## src/rtl/hex_word_printer.sv

```systemverilog
// Serialises one binary word per handshake into an ASCII hex character stream:
// optional "0x" prefix, MSB-nibble-first digits via an external converter, optional separator.
module hex_word_printer #(
  parameter int         WORD_WIDTH = 32,
  parameter bit         PREFIX_EN  = 1'b1,
  parameter bit         SEP_EN     = 1'b1,
  parameter logic [7:0] SEP_CHAR   = 8'h20
) (
  input  logic                  clk,
  input  logic                  rst,
  input  logic                  word_valid,
  output logic                  word_ready,
  input  logic [WORD_WIDTH-1:0] word_data,
  output logic [3:0]            nibble,
  input  logic [7:0]            ascii,
  output logic                  char_valid,
  input  logic                  char_ready,
  output logic [7:0]            char_data,
  output logic                  busy
);

  localparam int            NDIG     = WORD_WIDTH / 4;
  localparam int            CW       = (NDIG > 1) ? $clog2(NDIG) : 1;
  localparam logic [CW-1:0] LAST_DIG = CW'(NDIG - 1);

  typedef enum logic [2:0] {IDLE, PFX0, PFX1, DIGIT, SEP} state_t;

  state_t                r_state, w_state_nxt;
  logic [WORD_WIDTH-1:0] r_shift, w_shift_nxt;
  logic [CW-1:0]         r_cnt,   w_cnt_nxt;

  // NOTE: state registers use non-blocking assignments so every flop samples pre-edge values.
  always_ff @(posedge clk) begin
    if (rst) begin
      r_state <= IDLE;
      r_shift <= '0;
      r_cnt   <= '0;
    end else begin
      r_state <= w_state_nxt;
      r_shift <= w_shift_nxt;
      r_cnt   <= w_cnt_nxt;
    end
  end

  // NOTE: every output of this block gets a default first so no path infers a latch.
  always_comb begin
    w_state_nxt = r_state;
    w_shift_nxt = r_shift;
    w_cnt_nxt   = r_cnt;
    word_ready  = 1'b0;
    char_valid  = 1'b1;
    char_data   = 8'h00;
    unique case (r_state)
      IDLE: begin
        word_ready = 1'b1;
        char_valid = 1'b0;
        if (word_valid) begin
          w_shift_nxt = word_data;
          w_cnt_nxt   = LAST_DIG;
          if (PREFIX_EN) w_state_nxt = PFX0;
          else           w_state_nxt = DIGIT;
        end
      end
      PFX0: begin
        char_data = 8'h30;
        if (char_ready) w_state_nxt = PFX1;
      end
      PFX1: begin
        char_data = 8'h78;
        if (char_ready) w_state_nxt = DIGIT;
      end
      DIGIT: begin
        char_data = ascii;
        if (char_ready) begin
          if (r_cnt != '0) begin
            w_shift_nxt = r_shift << 4;
            w_cnt_nxt   = r_cnt - 1'b1;
          end else if (SEP_EN) begin
            w_state_nxt = SEP;
          end else begin
            w_state_nxt = IDLE;
          end
        end
      end
      SEP: begin
        char_data = SEP_CHAR;
        if (char_ready) w_state_nxt = IDLE;
      end
      default: begin
        char_valid  = 1'b0;
        w_state_nxt = IDLE;
      end
    endcase
  end

  // Converter input comes straight from the register, so nothing upstream can glitch it.
  assign nibble = r_shift[WORD_WIDTH-1 -: 4];
  assign busy   = (r_state != IDLE);

endmodule

```

## config.mk

```make
export PLATFORM = sky130hd
export DESIGN_NAME = hex_word_printer
export DESIGN_NICKNAME = d
export VERILOG_FILES = /design/src/rtl/hex_word_printer.sv
export SDC_FILE = /design/constraint.sdc
export NUM_CORES = 1
export LEC_CHECK = 0
export ABC_CLOCK_PERIOD_IN_PS = 1500
export BUFFER_PORTS_ARGS = -buffer_cell sky130_fd_sc_hd__buf_2
export CAP_MARGIN = 25
export CORE_ASPECT_RATIO = 0.75
export CORE_MARGIN = 3
export CORE_UTILIZATION = 35
export DETAILED_ROUTE_END_ITERATION = 8
export PLACE_DENSITY_LB_ADDON = 0.05
export SLEW_MARGIN = 40
export SYNTH_ARGS = -nofsm -noshare
export SYNTH_HDL_FRONTEND = slang
export SYNTH_SLANG_ARGS = --single-unit
```

## constraint.sdc

```tcl
create_clock -name clk -period 1.5 [get_ports clk]
set_input_delay 0.45 -clock clk [delete_from_list [all_inputs] [get_ports clk]]
set_output_delay 0.45 -clock clk [all_outputs]
set_load 0.02 [all_outputs]
```

==> out/metrics.yaml <==
clocking:
  clockBufferDepth: 2
  cts_tree: "yes"
  numCtsBuffers: 5
  cts-root-buf: "clkbuf_8"
  numClockSinks: 38
  clk_pin_slew_ns: 0.07
  h-tree-depth: 2
  clk_latency_ns: 0.29
yosys:
  synthesis.nets: 283
  synth_area_leaders: "dfxtp_1, nand2_1, a311oi_1"
  synth_top_area_share_pct: 40.1
  avgSynthCellArea_um2: 8.00
  ys_seq_area_share_pct: 40.1
  yosys_warnings: 0
  syn_inst: 237
  yosysUniqueCellTypes: 29
  ys_ff_latch: 38
  synth_top_area_cell: "dfxtp_1"
  syn_area_um2: 1900
final_layout:
  fill_cells: 471
  antenna_cells: 0
  fin_nets: 366
  drive_above_1_share_pct: 54.2
  area_delta_synth_final_pct: 62.5
worst_hold_path:
  hold_depth: 3
  hold_path.class: "primary input to flip-flop"
worst_setup_path:
  reg2reg_to: "r_shift[21]$_SDFFE_PP0P_"
  start_kind: "flip-flop"
  r2r_start: "r_state[0]$_SDFFE_PP0P_"
  path_delay_family: "flip-flops"
  endpoint: "char_data[5]"
  reg2reg_depth: 8
  worst-r2r-setup-slack_ns: -0.19
  crit_top_cell: "buf_6"
  end_kind: "output pin"
  critical_path_buf_inv_count: 3
  critPathMaxStageDelay_ns: 0.33
  crit_chain: "buf_6 -> inv_1 -> nor2_1 -> o21ai_0 -> and3_4 -> buf_6"
  required_ns: 1.05
  path_max_fanout: 7
  crit_path_start: "r_state[1]$_SDFFE_PP0P_"
  cp_slowest_cell: "dfxtp_2"
  worst-path-stages: 6
  worst-setup-path-type: "flip-flop to output pin"
  crit_arrival_ns: 1.43
sta:
  fin_setup_tns_ns: -6.48
  post-route-min-period_ns: 1.88
  hold_viol_final: 0
  report.final.slew_viol_count: 0
  fin_skew_ns: 0.0102
  layout_setup_ws_ns: -0.384
  maxSlewHeadroom_pct: 73.6
  fmax_mhz: 531
  finalSetupViolCount: 42
  worstMarginPinSlew_ns: 0.395
  grt_setup_unrepaired: "true"
  final.period_utilization_pct: 126
pwr:
  powerDensity_nw_per_um2: 954
  irDropWorstVdd_mv: 0.454
  p_leak_uw: 0.00130
place:
  hpwl_mm: 3.36
  gp_congestion: 0.717
  post-place-ws_ns: -0.141
  io_buffer_count: 58
outcome:
  violations: "setup timing"
  status: "finished with violations"
route:
  via_per_inst: 5.00
  drtPass1Iterations: 4
  drtAntennaViolNets: 0
  dr.first_iter.drc_count: 45
  via_count: 1965
  drcViolationCount: 0
  wl_mm: 5.54
  avgRoutedWirePerCell_um: 14.1
global_route:
  gr-total-overflow: 0
  antenna_found_initial: 0
  grtUsageTotal_pct: 17.0
  grt_pass1_wl_mm: 8.83
  grt_pass1_vias: 1860
  grt_max_degree: 37
floorplanning:
  dieHeight_um: 69.8
  die_width_um: 91.0
  std_cell_rows: 22
  die_area_um2: 6350
  io_pins: 59
  coreArea_um2: 5060
  start_util_pct: 37.5
run:
  cap_violations: 0
==> cell families (layout without fill, tap and decap cells) <==
group | Yosys count | count (layout) | synth area share [%]
buffers and inverters | 32 | 116 | 11.0
DFF | 38 | 38 | 40.1
AOI/OAI and AO/OA | 45 | 45 | 20.5
and+or+nand+nor | 119 | 119 | 26.6
adders and majority gates | 2 | 2 | 1.32
xor gates and xnor gates | 1 | 1 | 0.462
==> report_power, final <==
part	total, µW	switching (µW)	internal (µW)
Combinational	1000	460	544
Sequential	1200	83.2	1120
Clock	734	363	371
Total	2940	906	2030
==> layout by cell type (no fill, tap or decap), types with 5 or more instances in the layout <==
cell,instances
a311oi_1,9
a311oi_2,21
buf_12,7
buf_2,49
buf_4,23
buf_6,15
clkbuf_8,6
dfxtp_1,33
dfxtp_2,5
inv_1,5
nand2_1,65
nor2_1,11
nor2_2,8
nor2_4,14
==> layer usage <==
layer,part of all wire (%),GRT usage [%],vias up
li1,-,-,982
met1,48,24.6,907
met2,43,24.5,64
met4,2.2,4.85,0
met3,6.6,4.56,12
met5,0,0,-
==> worst min-delay path, cell delays in order <==
cell	delay [ns]
buf_2	0.10
nand3_2	0.06
a21oi_2	0.04
==> worst min path at each step <==
stage / start / slack (ns) / endpoint
after global routing: rst / 0.41 / r_state[1]$_SDFFE_PP0P_
after floorplan: r_shift[0]$_SDFFE_PP0P_ / 0.43 / r_shift[0]$_SDFFE_PP0P_
after CTS: rst / 0.41 / r_state[0]$_SDFFE_PP0P_
final: word_data[2] / 0.41 / r_shift[2]$_SDFFE_PP0P_
after detailed placement: r_shift[1]$_SDFFE_PP0P_ / 0.45 / r_shift[1]$_SDFFE_PP0P_
after global placement: r_shift[3]$_SDFFE_PP0P_ / 0.44 / r_shift[3]$_SDFFE_PP0P_
==> repair_timing <==
item,4_1_cts,5_1_grt
setup buffers,17,3
gates cloned,6,1
gates resized for setup,51,47
setup endpoints to repair,42,47
hold buffers,0,0
pin swaps,16,15
==> cell usage after synthesis <==
library cell / n
o22ai_1: 1
nor2b_1: 2
a311oi_2: 5
buf_6: 8
inv_1: 6
and2_1: 4
xnor2_1: 1
clkbuf_1: 5
a211oi_1: 2
and3_1: 2
or2_2: 1
and3b_1: 1
a2111oi_0: 1
nand2b_1: 3
buf_4: 5
buf_2: 8
nor4_1: 1
nand3_1: 4
ha_1: 2
nor3_4: 1
nor3_1: 2
nor2_1: 33
a21oi_1: 8
o21ai_0: 1
nand2_1: 65
a32oi_1: 1
a311oi_1: 25
a32o_2: 1
dfxtp_1: 38
==> state kept, by name (all words and copies together) (netlist names) <==
register  flops
r_shift      32
r_state       3
r_cnt         3
==> per-stage QoR <==
step	std cells	hold slack, ns	total power (µW)	cell area (µm²)	util, %
global route	393	0.409	3100	3080	60.9
global placement	366	0.443	1840	2380	47.0
finish	393	0.412	2940	3080	60.9
detailed placement	366	0.448	1840	2380	47.0
CTS	394	0.409	2850	2940	58.1
floorplan	237	0.432	1660	1970	-
==> cell type report <==
cell class	instances	area (µm²)	share of cell area, %
Sequential cell	38	767	24.9
Tap cell	72	90.1	2.92
Clock inverter	1	5.00	0.162
Timing Repair Buffer	102	907	29.4
Inverter	6	25.0	0.812
Multi-Input combinational cell	167	1200	39.0
Clock buffer	7	86.3	2.80
Power figures use the tool's default switching activity.
